--- src/rtl/imem_uart_loader.sv ---
// imem_uart_loader: boot-time loader that receives a length-prefixed,
// XOR-checksummed byte stream over an 8N1 UART line. It packs the bytes
// into little-endian 32-bit words and writes them to instruction memory
// from address 0 upward. The core is held in reset until a load finishes
// with a matching checksum.
//
// state  | meaning
// IDLE   | waiting for start after reset, nothing loaded yet
// LEN    | waiting for the word-count byte N
// DATA   | collecting 4*N data bytes, writing one word per 4 bytes
// CSUM   | waiting for the checksum byte
// DONE   | image loaded and verified, core released
// ERR    | load aborted (bad length, framing error or bad checksum)
module imem_uart_loader #(
    parameter int CLKS_PER_BIT = 868,
    parameter int DEPTH_WORDS  = 64,
    parameter int ADDR_W       = 6
) (
    input  logic              clk,
    input  logic              reset,
    input  logic              rx,
    input  logic              start,
    output logic              cpu_reset,
    output logic              imem_we,
    output logic [ADDR_W-1:0] imem_addr,
    output logic [31:0]       imem_wdata,
    output logic              busy,
    output logic              done,
    output logic              err,
    output logic [ADDR_W:0]   word_count
);

    localparam logic [15:0] BIT_LAST  = 16'(CLKS_PER_BIT - 1);
    localparam logic [15:0] HALF_LAST = 16'(CLKS_PER_BIT / 2 - 1);

    typedef enum logic [1:0] {RX_IDLE, RX_START, RX_DATA, RX_STOP} rx_state_t;
    typedef enum logic [2:0] {S_IDLE, S_LEN, S_DATA, S_CSUM, S_DONE, S_ERR} state_t;

    logic rx_meta, rx_s, rx_prev;

    rx_state_t   rx_state, rx_state_nx;
    logic [15:0] rx_cnt, rx_cnt_nx;
    logic [2:0]  rx_bit, rx_bit_nx;
    logic [7:0]  rx_shift, rx_shift_nx;
    logic        byte_valid, byte_valid_nx;
    logic        frame_err, frame_err_nx;

    state_t            state, state_nx;
    logic [7:0]        n_words, n_words_nx;
    logic [1:0]        idx, idx_nx;
    logic [23:0]       word_buf, word_buf_nx;
    logic [7:0]        csum, csum_nx;
    logic [ADDR_W:0]   word_count_nx;
    logic              imem_we_nx;
    logic [ADDR_W-1:0] imem_addr_nx;
    logic [31:0]       imem_wdata_nx;
    logic              arm;

    // Two-flop synchronizer plus one delayed copy for falling-edge detection.
    always_ff @(posedge clk or posedge reset) begin
        if (reset) begin
            rx_meta <= 1'b1;
            rx_s    <= 1'b1;
            rx_prev <= 1'b1;
        end else begin
            rx_meta <= rx;
            rx_s    <= rx_meta;
            rx_prev <= rx_s;
        end
    end

    // UART receiver registers.
    always_ff @(posedge clk or posedge reset) begin
        if (reset) begin
            rx_state   <= RX_IDLE;
            rx_cnt     <= '0;
            rx_bit     <= '0;
            rx_shift   <= '0;
            byte_valid <= 1'b0;
            frame_err  <= 1'b0;
        end else begin
            rx_state   <= rx_state_nx;
            rx_cnt     <= rx_cnt_nx;
            rx_bit     <= rx_bit_nx;
            rx_shift   <= rx_shift_nx;
            byte_valid <= byte_valid_nx;
            frame_err  <= frame_err_nx;
        end
    end

    // UART receiver next state: down-counter times each bit from the start edge.
    always_comb begin
        rx_state_nx   = rx_state;
        rx_cnt_nx     = rx_cnt;
        rx_bit_nx     = rx_bit;
        rx_shift_nx   = rx_shift;
        byte_valid_nx = 1'b0;
        frame_err_nx  = 1'b0;
        case (rx_state)
            RX_IDLE: begin
                if (rx_prev && !rx_s) begin
                    rx_state_nx = RX_START;
                    rx_cnt_nx   = HALF_LAST;
                end
            end
            RX_START: begin
                if (rx_cnt == 16'd0) begin
                    if (!rx_s) begin
                        rx_state_nx = RX_DATA;
                        rx_cnt_nx   = BIT_LAST;
                        rx_bit_nx   = 3'd0;
                    end else begin
                        rx_state_nx = RX_IDLE;
                    end
                end else begin
                    rx_cnt_nx = rx_cnt - 16'd1;
                end
            end
            RX_DATA: begin
                if (rx_cnt == 16'd0) begin
                    rx_shift_nx = {rx_s, rx_shift[7:1]};
                    rx_cnt_nx   = BIT_LAST;
                    if (rx_bit == 3'd7) begin
                        rx_state_nx = RX_STOP;
                    end else begin
                        rx_bit_nx = rx_bit + 3'd1;
                    end
                end else begin
                    rx_cnt_nx = rx_cnt - 16'd1;
                end
            end
            RX_STOP: begin
                if (rx_cnt == 16'd0) begin
                    if (rx_s) begin
                        byte_valid_nx = 1'b1;
                    end else begin
                        frame_err_nx = 1'b1;
                    end
                    rx_state_nx = RX_IDLE;
                end else begin
                    rx_cnt_nx = rx_cnt - 16'd1;
                end
            end
            default: rx_state_nx = RX_IDLE;
        endcase
    end

    // Load FSM and write-port registers.
    always_ff @(posedge clk or posedge reset) begin
        if (reset) begin
            state      <= S_IDLE;
            n_words    <= '0;
            idx        <= '0;
            word_buf   <= '0;
            csum       <= '0;
            word_count <= '0;
            imem_we    <= 1'b0;
            imem_addr  <= '0;
            imem_wdata <= '0;
        end else begin
            state      <= state_nx;
            n_words    <= n_words_nx;
            idx        <= idx_nx;
            word_buf   <= word_buf_nx;
            csum       <= csum_nx;
            word_count <= word_count_nx;
            imem_we    <= imem_we_nx;
            imem_addr  <= imem_addr_nx;
            imem_wdata <= imem_wdata_nx;
        end
    end

    // Load FSM next state: byte 3 of each word bypasses the buffer straight into the write.
    always_comb begin
        state_nx      = state;
        n_words_nx    = n_words;
        idx_nx        = idx;
        word_buf_nx   = word_buf;
        csum_nx       = csum;
        word_count_nx = word_count;
        imem_we_nx    = 1'b0;
        imem_addr_nx  = imem_addr;
        imem_wdata_nx = imem_wdata;
        arm           = 1'b0;
        case (state)
            S_IDLE, S_DONE, S_ERR: begin
                arm = start;
            end
            S_LEN: begin
                if (frame_err) begin
                    state_nx = S_ERR;
                end else if (byte_valid) begin
                    if (rx_shift == 8'd0 || int'(rx_shift) > DEPTH_WORDS) begin
                        state_nx = S_ERR;
                    end else begin
                        n_words_nx = rx_shift;
                        state_nx   = S_DATA;
                    end
                end
            end
            S_DATA: begin
                if (frame_err) begin
                    state_nx = S_ERR;
                end else if (byte_valid) begin
                    csum_nx = csum ^ rx_shift;
                    case (idx)
                        2'd0: word_buf_nx[7:0]   = rx_shift;
                        2'd1: word_buf_nx[15:8]  = rx_shift;
                        2'd2: word_buf_nx[23:16] = rx_shift;
                        default: begin
                            imem_we_nx    = 1'b1;
                            imem_addr_nx  = word_count[ADDR_W-1:0];
                            imem_wdata_nx = {rx_shift, word_buf};
                            word_count_nx = word_count + 1'b1;
                            if (int'(word_count) + 1 == int'(n_words)) begin
                                state_nx = S_CSUM;
                            end
                        end
                    endcase
                    idx_nx = idx + 2'd1;
                end
            end
            S_CSUM: begin
                if (frame_err) begin
                    state_nx = S_ERR;
                end else if (byte_valid) begin
                    state_nx = (rx_shift == csum) ? S_DONE : S_ERR;
                end
            end
            default: state_nx = S_IDLE;
        endcase
        if (arm) begin
            state_nx      = S_LEN;
            word_count_nx = '0;
            idx_nx        = 2'd0;
            csum_nx       = 8'd0;
        end
    end

    assign busy      = (state == S_LEN) || (state == S_DATA) || (state == S_CSUM);
    assign done      = (state == S_DONE);
    assign err       = (state == S_ERR);
    assign cpu_reset = (state != S_DONE);

endmodule

--- config.mk ---
export PLATFORM = sky130hd
export DESIGN_NAME = imem_uart_loader
export DESIGN_NICKNAME = d
export VERILOG_FILES = /design/src/rtl/imem_uart_loader.sv
export SDC_FILE = /design/constraint.sdc
export NUM_CORES = 1
export LEC_CHECK = 0
export BUFFER_PORTS_ARGS = -buffer_cell sky130_fd_sc_hd__buf_2
export CAP_MARGIN = 20
export CORE_MARGIN = 4
export CORE_UTILIZATION = 44
export DETAILED_ROUTE_END_ITERATION = 8
export GPL_TIMING_DRIVEN = 0
export PLACE_DENSITY = 0.62
export SETUP_SLACK_MARGIN = 0.4
export SKIP_CTS_REPAIR_TIMING = 1
export SYNTH_ARGS = -nofsm -noshare
export SYNTH_HDL_FRONTEND = slang
export SYNTH_SLANG_ARGS = --single-unit
--- constraint.sdc ---
create_clock -name clk -period 4.25 [get_ports clk]
set_input_delay 0 -clock clk [delete_from_list [all_inputs] [get_ports clk]]
set_output_delay 0 -clock clk [all_outputs]
set_load 0.03 [all_outputs]
Word level (Yosys, flattened, before mapping):

Cells that the tools add are included.

* input port bits: 4
* output and inout port bits: 50
* logic and storage cells: 142
* bits in registers: 125

* muxes and demuxes: 54
* add/sub/neg operators: 5
* order comparisons: 1
* bitwise logic cells: 4
* equal/unequal tests: 31
* reduce and logical (&&, ||, !) cells: 27

Operator list (number)
* $mux 16: 5
* $pmux 16 s4: 1
* $mux 3: 14
* $mux 7: 5
* $mux 8: 4
* $reduce_and 4->1: 6
* $mux 2: 10
* $ne 4x4->1 const B: 5
* $ne 2x2->1 const B: 9
* $eq 8x8->1: 2
* $logic_not 16->1: 1
* $sub 16x1->16 const B: 1
* $mux 1: 12
* $pmux 3 s4: 1
* $reduce_and 5->1: 2
* $eq 3x3->1 const B: 3
* $add 7x1->8 const B: 1
* $gt 8x7->1 const B: 1
* $logic_not 8->1: 1
* $pmux 2 s4: 1
* $xor 8x8->8: 1
* $add 7x1->7 const B: 1
* $eq 2x2->1 const B: 3
* $eq 3x2->1 const B: 2
* other kinds (18): 30

Logic depth before layout (Yosys ltp):

Gate-level depths: netlist (run 1).

* depth after elaboration: 8
* gate-level depth with buffers: 8

Worst setup path before layout (run 1):

OpenSTA, ideal clock, no wires.

* path type: register to register
* start point: register rx_shift[0]
* end point: register n_words[0]
* setup time: 125 ps
* setup slack: 1807 ps
* data arrival time: 2319 ps
* stages on the path, launching flop included: 7
* cell sequence: dfrtp_1 clkbuf_1 or4_1 nor3_1 xor2_1 nor4_2 mux2_2

* word-level cells in the longest chain between the ends: 4
* elaborated cells between the ends (all ways): 5
* classes of those cells: order compare: 1; bitwise: 1; reduce/logical: 3

RTL lines
* start: declaration: line 44 `logic [7:0] rx_shift, rx_shift_nx;`
* start signal: assignment: line 85 `rx_shift <= rx_shift_nx;`
* $gt 8x7->1 or $logic_not 8->1 (tied branches): line 193 `if (rx_shift == 8'd0 || int'(rx_shift) > DEPTH_WORDS) begin`
* $logic_or 1x1->1: line 193
* $not 1->1 (no source line)
* $reduce_and 4->1 (no source line)
* end signal: assignment: line 162 `n_words <= n_words_nx;`
* end: declaration: line 49 `logic [7:0] n_words, n_words_nx;`

Several ways; a longest one is shown, not always the timed one.
A chain may end at the register's enable or synchronous reset.

Worst setup path after layout (run 1):

* start point: register rx_shift[0]
* end point: register n_words[1]

* word-level cells in the longest chain between the ends: 4
* elaborated cells between the ends (all ways): 5
* classes of those cells: order compare: 1; bitwise: 1; reduce/logical: 3

RTL lines (line)
* $gt 8x7->1 or $logic_not 8->1 (tied branches): 193
* $logic_or 1x1->1 (*): 193
* $not 1->1 (no source line) (*)
* $reduce_and 4->1 (no source line) (*)

Every way passes the cells marked *; elsewhere a longest branch is shown, timed or not.

==> impl_metrics.env, run 1 <==
export IMPL_outcome="completed"
export IMPL_synth_seq_cells=125
export IMPL_synth_edf_count=0
export IMPL_regArea_mm2=0.003132
export IMPL_ys_async_sr_fraction_pct=100.0
export IMPL_crit_type="flop to flop"
export IMPL_fmax_mhz=346.1
export IMPL_clock_power_share_pct=41.4
export IMPL_core_mm2=0.01277
export IMPL_rr_worst_depth=6
export IMPL_layout_drive_gt1_share_pct=30.33
export IMPL_stdcell_area_mm2=0.006980
export IMPL_max_slew_margin_rel_pct=33.36
export IMPL_ys_flop_type="dfrtp_1"
export IMPL_seqPwrFrac_pct=37.6
export IMPL_ys_seq_area_share_pct=54.01
export IMPL_grt_setup_unrepaired="no"
export IMPL_grt_pass1_wl_um=20560
export IMPL_routedWlPerCell_um=15.88
export IMPL_die_w_um=122.8
export IMPL_antenna_cells=0
export IMPL_worst_pin_slew_ps=991.3
export IMPL_cts_root_buffer="clkbuf_16"
export IMPL_p_sw_w=0.001119
export IMPL_wirelength_um=12260
export IMPL_grt_max_degree=80
export IMPL_cp_start_kind="flop"
export IMPL_multi_input_area_mm2=0.002511
export IMPL_fin_skew_ps=9.856
export IMPL_leakage_nw=3.441
export IMPL_slew_violations=0
export IMPL_cts_buffer_depth=2
export IMPL_power_frac_comb_pct=21.0
export IMPL_maxCapViolCount=0
export IMPL_ctsHtreeMaxLevel=4
export IMPL_power_density_mw_per_mm2=528.5
export IMPL_rows=41
export IMPL_area_growth_pct=20.39
export IMPL_min_period_ps=2890
export IMPL_nNetsFinal=604
export IMPL_cts_buffers=17
export IMPL_vias_per_cell=5.321
export IMPL_synth_top_cell_area_share_pct=52.65
export IMPL_swShare_pct=30.32
export IMPL_rrSetupSlack_ps=1360
export IMPL_clk_latency_ps=420
export IMPL_ys_warnings_count=0
export IMPL_postSynthAreaPerCell_um2=11.35
export IMPL_die_area_mm2=0.01508
export IMPL_fillers=1113
export IMPL_num_vias=4108
export IMPL_setup_viol=0
export IMPL_start_util_pct=45.39
export IMPL_boundaryPins=54
export IMPL_wl_met3_um=642
export IMPL_reg2reg_from="rx_shift[0]"
export IMPL_placed_cell_area_mm2=0.006311
export IMPL_finalHoldViolCount=0
export IMPL_hold_class="input port to asynchronous set/reset pin"
export IMPL_ir_drop_mv=0.3053
export IMPL_top_layer_used="met4"
export IMPL_critPathMaxFanout=10
export IMPL_worstPathArrival_ps=3190
export IMPL_drt_iter0_markers=266
export IMPL_synthCells=511
export IMPL_io_buffer_count=53
export IMPL_synth_area_top_cells="dfrtp_1, mux2_2, o21ai_0, nand2_1, ha_1"
export IMPL_final_util_pct=54.65
export IMPL_critPathCaptureType="flop"
export IMPL_syn_nets=528
export IMPL_met1_length_um=5649
export IMPL_syn_cell_area_mm2=0.005798
export IMPL_dp_slack_ps=1371
export IMPL_antenna_found_initial=0
export IMPL_place_hpwl_um=8294
export IMPL_rr_endpoint="n_words[1]"
export IMPL_cts_tree="yes"
export IMPL_grt_pass1_vias=4018
export IMPL_place_congestion=0.8777
export IMPL_post_route_period_util_pct=67.99
export IMPL_synth_cell_type_count=55
export IMPL_met2_length_um=5760
export IMPL_dr_pass1_iters=4
export IMPL_path_clk_slew_ps=60
export IMPL_clock_sinks=125
export IMPL_grt_ovfl_total=0
export IMPL_synth_area_leader_cell="dfrtp_1"
export IMPL_p_int_w=0.002570
export IMPL_drc=0
export IMPL_grt_usage_pct=17.77
export IMPL_die_h_um=122.8
export IMPL_hold_ws_ps=144.3
export IMPL_worst_slack_ps=1360
export IMPL_crit_required_ps=4550
export IMPL_power_w=0.003689
export IMPL_drtAntennaViolNets=0
[per-stage QoR]
step                std cells  setup TNS, ps
floorplan                 511              0
detailed placement        737              0
global route              772              0
global placement          736         -45600
CTS                       769              0
finish                    772              0
[metal layers]
layer  track usage [%]  vias to the layer above
li1                  -                     1965
met1             24.15                     2029
met2             27.23                       97
met3             4.654                       17
met4             7.068                        0
met5                 0                        -
[flip-flops by register name, summed over array words and instances (netlist names), named ones only]
name        flops
byte_valid      1
csum            8
frame_err       1
idx             2
imem_addr       6
imem_wdata     32
imem_we         1
n_words         8
rx_bit          3
rx_cnt         16
rx_meta         1
rx_prev         1
rx_s            1
rx_shift        8
rx_state        1
state           3
word_buf       24
word_count      7
[synth_stat cells (4+ instances only)]
cell        n
nand3_1     9
clkbuf_1   16
xnor2_1     9
dfrtp_1   122
nor2_1     35
and2_1      4
o31ai_1     7
nor3_1      9
buf_2       4
inv_1      16
xor2_1     12
nand2_1    45
nor2b_1     4
nor4_1      6
a21oi_1    18
mux2_2     76
o21ai_0    48
ha_1       13
[cell type report]
| class | instances | share of cell area [%] |
|---|---|---|
| Sequential cell | 125 | 44.86 |
| Multi-Input combinational cell | 348 | 35.97 |
| Clock buffer | 25 | 7.385 |
| Timing Repair Buffer | 57 | 4.624 |
| Tap cell | 172 | 3.083 |
| Clock inverter | 7 | 1.775 |
| Buffer | 21 | 1.308 |
| Inverter | 17 | 0.9858 |
[worst max-delay path, stage by stage (launching register included)]
cell	delay (ps)
dfrtp_1	350
clkbuf_1	250
or4_1	580
nor3_1	190
xor2_1	140
nor4_2	830
mux2_2	420
[placed cells by master, fill, tap and decap left out, drive strengths merged, types with 12 or more instances in the layout]
cell    netlist  routed
clkbuf       16      41
xor2         12      12
ha           13      13
mux2         76      76
buf           5      59
dfrtp       122     122
inv          17      19
nand2        45      45
nor2         35      35
o21ai        49      49
a21oi        19      19
[worst max path at each step]
| stage | end | slack, ps | depth (start not counted) | startpoint |
|---|---|---|---|---|
| after global placement | word_count[5] | -380 | 2 | reset |
| after global routing | n_words[1] | 1060 | 6 | rx_shift[0] |
| after CTS | n_words[1] | 1350 | 6 | rx_shift[0] |
| after detailed placement | n_words[1] | 1370 | 6 | rx_shift[0] |
| after floorplan | asynchronous set/reset pin | 930 | 1 | reset |
| final | n_words[1] | 1360 | 6 | rx_shift[0] |
[cells by family (layout without fill, tap and decap cells)]
kind of cell | count (synthesis) | after routing | share of synthesized area (%)
AO/OA/AOI/OAI | 94 | 94 | 9.668
XOR/XNOR | 21 | 21 | 3.172
adder cells (fa/ha/maj) | 13 | 13 | 2.805
buffers and inverters | 38 | 127 | 2.676
flip-flops | 125 | 125 | 54.01
multiplexers | 77 | 77 | 14.93
AND/OR/NAND/NOR | 143 | 143 | 12.73
[power groups by stage]
stage	combinational, W	sequential [W]	clock, W
global route	0.000869	0.00140	0.00163
floorplan	0.000562	0.00140	0
CTS	0.000770	0.00139	0.00157
finish	0.000773	0.00139	0.00153
global placement	0.000739	0.00140	0
detailed placement	0.000764	0.00140	0
No activity file was read; power rests on OpenSTA's default activity.
==> run 2: changes to the inputs <==
- ABC_AREA: default -> 1
- clock period: 4.25 -> 2.8 ns (I/O delays scaled with it)
==> run 2 against run 1 <==
Against the previous run:
- power increased by 41%
- highest routed layer unchanged
- first-iteration DRC count increased by 6.4%
- die area decreased by 0.50%
- clock power increased by 38%
- non-clock buffer count decreased by 4
==> impl_metrics.env, run 2 <==
export IMPL_fin_tns_setup_ps=0
export IMPL_fmax_mhz=479.5
export IMPL_setup_viol=0
export IMPL_hold_ws_ps=50.90
export IMPL_fin_skew_ps=9.699
export IMPL_core_mm2=0.01272
export IMPL_ir_drop_mv=0.3552
export IMPL_netlist_top_cells_count="nand2_1, dfrtp_1, o21ai_0, inv_1, nor2_1"
export IMPL_grt_setup_unrepaired="no"
export IMPL_maxCapViolCount=0
export IMPL_postSynthAreaPerCell_um2=8.531
export IMPL_placed_cell_area_mm2=0.006311
export IMPL_grt_ovfl_total=0
export IMPL_reg_top3="imem_wdata: 32 flops, word_buf: 24 flops, rx_cnt: 16 flops"
export IMPL_cts_buffers=17
export IMPL_largest_register="imem_wdata"
export IMPL_synthCells=676
export IMPL_grt_max_degree=44
export IMPL_cp_start_kind="flop"
export IMPL_synth_top_cell_area_share_pct=52.94
export IMPL_critPathMaxFanout=6
export IMPL_final_cell_mix="nand2_1, dfrtp_1, o21ai_0"
export IMPL_ys_async_sr_fraction_pct=100.0
export IMPL_routedWlPerCell_um=13.57
export IMPL_path_clk_slew_ps=60
export IMPL_ys_flop_type="dfrtp_1"
export IMPL_antenna_found_initial=0
export IMPL_final_common_cell="nand2_1"
export IMPL_area_growth_pct=19.81
export IMPL_nNetsFinal=770
export IMPL_grt_pass1_vias=4523
export IMPL_antenna_cells=0
export IMPL_rows=41
export IMPL_hold_class="input port to flop"
export IMPL_die_h_um=122.5
export IMPL_synth_area_top_cells="dfrtp_1, nand2_1, o21ai_0, inv_1, nand3_1"
export IMPL_finalHoldViolCount=0
export IMPL_ys_warnings_count=0
export IMPL_fillers=1198
export IMPL_synth_area_leader_cell="dfrtp_1"
export IMPL_leakage_nw=3.513
export IMPL_wirelength_um=12730
export IMPL_place_congestion=0.8516
export IMPL_synth_edf_count=0
export IMPL_worst_pin_slew_ps=451.2
export IMPL_ys_seq_area_share_pct=54.31
export IMPL_clock_sinks=125
export IMPL_layout_drive_gt1_share_pct=16.06
export IMPL_die_w_um=122.5
export IMPL_drt_iter0_markers=283
export IMPL_max_slew_margin_rel_pct=69.92
export IMPL_cts_root_buffer="clkbuf_16"
export IMPL_stdcell_area_mm2=0.006909
export IMPL_num_vias=4654
export IMPL_largest_register_ffs=32
export IMPL_boundaryPins=54
export IMPL_syn_cell_area_mm2=0.005767
export IMPL_die_area_mm2=0.01500
export IMPL_post_route_period_util_pct=74.48
export IMPL_start_util_pct=45.33
export IMPL_power_density_mw_per_mm2=753.5
export IMPL_min_period_ps=2085
export IMPL_yosysMostFrequentCell="nand2_1"
export IMPL_worstPathArrival_ps=2370
export IMPL_syn_nets=693
export IMPL_cts_buffer_depth=2
export IMPL_cts_tree="yes"
export IMPL_synth_cell_type_count=34
export IMPL_critPathCaptureType="flop"
export IMPL_clk_latency_ps=410
export IMPL_vias_per_cell=4.962
export IMPL_multi_input_area_mm2=0.002283
export IMPL_crit_type="flop to flop"
export IMPL_drtAntennaViolNets=0
export IMPL_outcome="completed"
export IMPL_crit_required_ps=3090
export IMPL_drc=0
export IMPL_grt_pass1_wl_um=21450
export IMPL_dr_pass1_iters=4
export IMPL_grt_usage_pct=18.15
export IMPL_ctsHtreeMaxLevel=4
export IMPL_regArea_mm2=0.003132
export IMPL_slew_violations=0
export IMPL_io_buffer_count=53
export IMPL_synth_seq_cells=125
export IMPL_place_hpwl_um=9178
export IMPL_power_w=0.005206
## run 2: cell count changes after synthesis, sizes merged, moves of 5 or more
cell	change
nand2	+175
mux2	-76
inv	+50
nand3	+33
o21ai	+27
nor2	+20
clkbuf	-11
nor4	-7
o31ai	-7
buf	+6
o22ai	+6
xor2	-5
## run 2: worst max-delay path, stage by stage (launching register included)
cell     delay [ps]
dfrtp_1         360
inv_1           110
ha_1            240
nand2_2         110
nor2_4          140
nand2_2          80
nor2_4          140
nand2_1         150
nand2_1          90
nand2_1         170
a21oi_4         270
nor3b_1          80
## run 2: kinds of logic after synthesis
logic type	after synthesis	synth area share, %
adders and majority gates	13	2.821
AOI/OAI and AO/OA	102	9.330
buffers and inverters	83	6.097
and+or+nand+nor	337	25.02
DFF	125	54.31
xor gates and xnor gates	16	2.430
## run 2: final timing paths
check	from	end	slack (ps)	depth (start not counted)
min in group asynchronous	reset	rx_cnt[10]	140	3
setup reg to reg	rx_cnt[0]	rx_cnt[14]	710	11
setup / recovery	rx_cnt[0]	rx_cnt[14]	710	11
hold / removal	start	state[1]	50	5
max in group asynchronous	reset	imem_wdata[21]	1900	5
hold reg to reg	rx_meta	rx_s	350	0
## run 2: stage by stage
step	utilization, %	instances	worst slack (ps)
2_1_floorplan	-	676	1001
3_3_place_gp	49.13	901	483.8
3_5_place_dp	49.61	904	719.6
4_1_cts	54.15	936	708.3
5_1_grt	54.31	938	554.7
6_report	54.31	938	714.6
## run 2: area by class of cell
class	count	area share [%]
Sequential cell	125	45.33
Multi-Input combinational cell	468	33.05
Clock buffer	20	6.755
Timing Repair Buffer	58	4.998
Inverter	67	3.731
Tap cell	172	3.115
Clock inverter	12	1.612
Buffer	16	1.413
## run 2: layer usage
layer | up-vias | global-route usage [%] | routed length, µm
met5 | - | 0 | 0
met3 | 12 | 3.733 | 438
met2 | 75 | 30.47 | 6276
li1 | 2329 | - | -
met4 | 0 | 7.838 | 180
met1 | 2238 | 22.79 | 5838
## run 2: power breakdown
part	leakage (nW)	internal [W]	total [W]	switching, W
sequential	1.71	0.00192	0.00200	0.0000862
combinational	1.52	0.000355	0.00109	0.000739
clock	0.279	0.00129	0.00211	0.000816
total	3.51	0.00356	0.00521	0.00164
==> run 3: changes to the inputs <==
- PLACE_DENSITY: 0.62 -> 0.64
- clock period: 2.8 -> 1.9 ns (I/O delays scaled with it)
==> run 3 against run 2 <==
Against the previous run:
- setup slack worse by 650 ps
- final cell count is 7.0% higher
- combinational power is 120% higher
- largest cell class unchanged
- critical endpoint is now rx_cnt[10]
- non-clock buffer count is 66 higher
- sequential share of layout area is 8.0 points lower
==> impl_metrics.env, run 3 (synthesis results as in run 2) <==
export IMPL_place_hpwl_um=9101
export IMPL_dr_pass1_iters=5
export IMPL_slowest_delay_ps=370
export IMPL_cts_buffer_depth=2
export IMPL_boundaryPins=54
export IMPL_path_cells="inv_2 -> ha_4 -> nand2_4 -> nor2_4 -> nand2_2 -> nor2_4 -> nand3_2 -> nand2_4 -> inv_6 -> buf_8 -> nand2_2 -> xor2_1 -> nor2_1"
export IMPL_nNetsFinal=836
export IMPL_antenna_cells=0
export IMPL_cp_start_kind="flop"
export IMPL_crit_type="flop to flop"
export IMPL_critPathMaxFanout=8
export IMPL_drtAntennaViolNets=0
export IMPL_worstPathArrival_ps=2130
export IMPL_die_h_um=122.5
export IMPL_max_slew_margin_rel_pct=74.19
export IMPL_layout_cells_non_filler=1004
export IMPL_largest_register_ffs=32
export IMPL_grt_pass1_vias=4527
export IMPL_reg_top3="imem_wdata: 32 flops, word_buf: 24 flops, rx_cnt: 16 flops"
export IMPL_hold_ws_ps=83.51
export IMPL_fmax_mhz=545.0
export IMPL_hold_class="input port to flop"
export IMPL_die_area_mm2=0.01500
export IMPL_cts_buffers=17
export IMPL_layout_drive_gt1_share_pct=41.95
export IMPL_worst_pin_slew_ps=386.3
export IMPL_grt_ovfl_total=0
export IMPL_num_vias=5183
export IMPL_outcome="completed"
export IMPL_rows=41
export IMPL_slew_violations=0
export IMPL_antenna_found_initial=0
export IMPL_leakage_nw=4.130
export IMPL_core_mm2=0.01272
export IMPL_setup_viol=0
export IMPL_numPlacedInstances=904
export IMPL_grt_setup_unrepaired="yes"
export IMPL_grt_max_degree=42
export IMPL_worst_slack_ps=65.08
export IMPL_crit_slowest_cell="dfrtp_1"
export IMPL_ir_drop_mv=0.5496
export IMPL_largest_register="imem_wdata"
export IMPL_final_common_cell="nand2_1"
export IMPL_post_route_period_util_pct=96.57
export IMPL_area_growth_pct=46.54
export IMPL_clock_sinks=125
export IMPL_grt_pass1_wl_um=21450
export IMPL_wirelength_um=15450
export IMPL_fin_skew_ps=6.942
export IMPL_die_w_um=122.5
export IMPL_clk_latency_ps=420
export IMPL_cts_tree="yes"
export IMPL_place_congestion=0.8896
export IMPL_start_util_pct=45.33
export IMPL_vias_per_cell=5.162
export IMPL_ctsHtreeMaxLevel=4
export IMPL_fillers=985
export IMPL_finalHoldViolCount=0
export IMPL_timing_critical_path_buf_inv=3
export IMPL_routedWlPerCell_um=15.38
export IMPL_min_period_ps=1835
export IMPL_final_cell_mix="nand2_1, dfrtp_1, inv_1"
export IMPL_drt_iter0_markers=394
export IMPL_drc=0
export IMPL_dp_slack_ps=-32.92
export IMPL_grt_usage_pct=18.27
export IMPL_io_buffer_count=53
export IMPL_path_clk_slew_ps=50
export IMPL_path_delay_family="simple AND/OR/NAND/NOR gates"
export IMPL_power_density_mw_per_mm2=1041
export IMPL_cts_root_buffer="clkbuf_16"
export IMPL_critPathCaptureType="flop"
export IMPL_maxCapViolCount=0
export IMPL_crit_required_ps=2200
-- run 3: cell count changes in the layout (fill, tap and decap cells not counted), sizes merged --
cell,previous run,this run
buf,67,131
bufinv,1,3
clkbuf,25,29
clkinvlp,4,2
inv,68,66
-- run 3: metal layers --
metal	track usage, %	share of wire [%]	up-vias
li1	-	-	2460
met1	23.29	41	2505
met2	29.54	51	176
met3	4.194	5.0	42
met4	8.677	2.7	0
met5	0	0	-
-- run 3: tightest hold or removal path, cell delays in order --
cell,delay [ps]
buf_2,80
inv_1,50
nand3_1,160
nand4_1,110
nand2_1,70
-- run 3: report_power, final --
group          switching, W  total [W]  internal [W]
registers          0.000152    0.00298       0.00283
logic               0.00144    0.00245       0.00100
clock network       0.00117    0.00337       0.00220
-- run 3: final timing paths --
path / depth (start not counted) / slack [ps] / end / start
worst min-delay path: 5 / 80 / state[2] / start
max in group asynchronous: 5 / 970 / word_count[1] / reset
worst max register to register: 13 / 70 / rx_cnt[10] / rx_cnt[0]
worst max-delay path: 13 / 70 / rx_cnt[10] / rx_cnt[0]
min in group asynchronous: 3 / 120 / word_count[5] / reset
worst min register to register: 0 / 350 / rx_s / rx_meta
-- run 3: final cells by class --
class	count	area [µm²]	area share, %
Multi-Input combinational cell	468	2925	34.62
Timing Repair Buffer	124	1047	12.39
Clock buffer	22	484.2	5.730
Inverter	67	285.3	3.376
Buffer	16	206.4	2.443
Clock inverter	10	135.1	1.599
Tap cell	172	215.2	2.547
Sequential cell	125	3152	37.30
-- run 3: per-stage QoR --
stage                     utilization [%]  cell area (µm²)  total power [W]  TNS (ps)
after global routing                66.42             8451         0.009196    -37.66
final                               66.42             8451         0.008796         0
after detailed placement            50.16             6381         0.004674    -45.56
after global placement              49.69             6321         0.004610    -51270
after floorplan                         -             5841         0.004287         0
after CTS                           55.03             7000         0.008047    -166.3
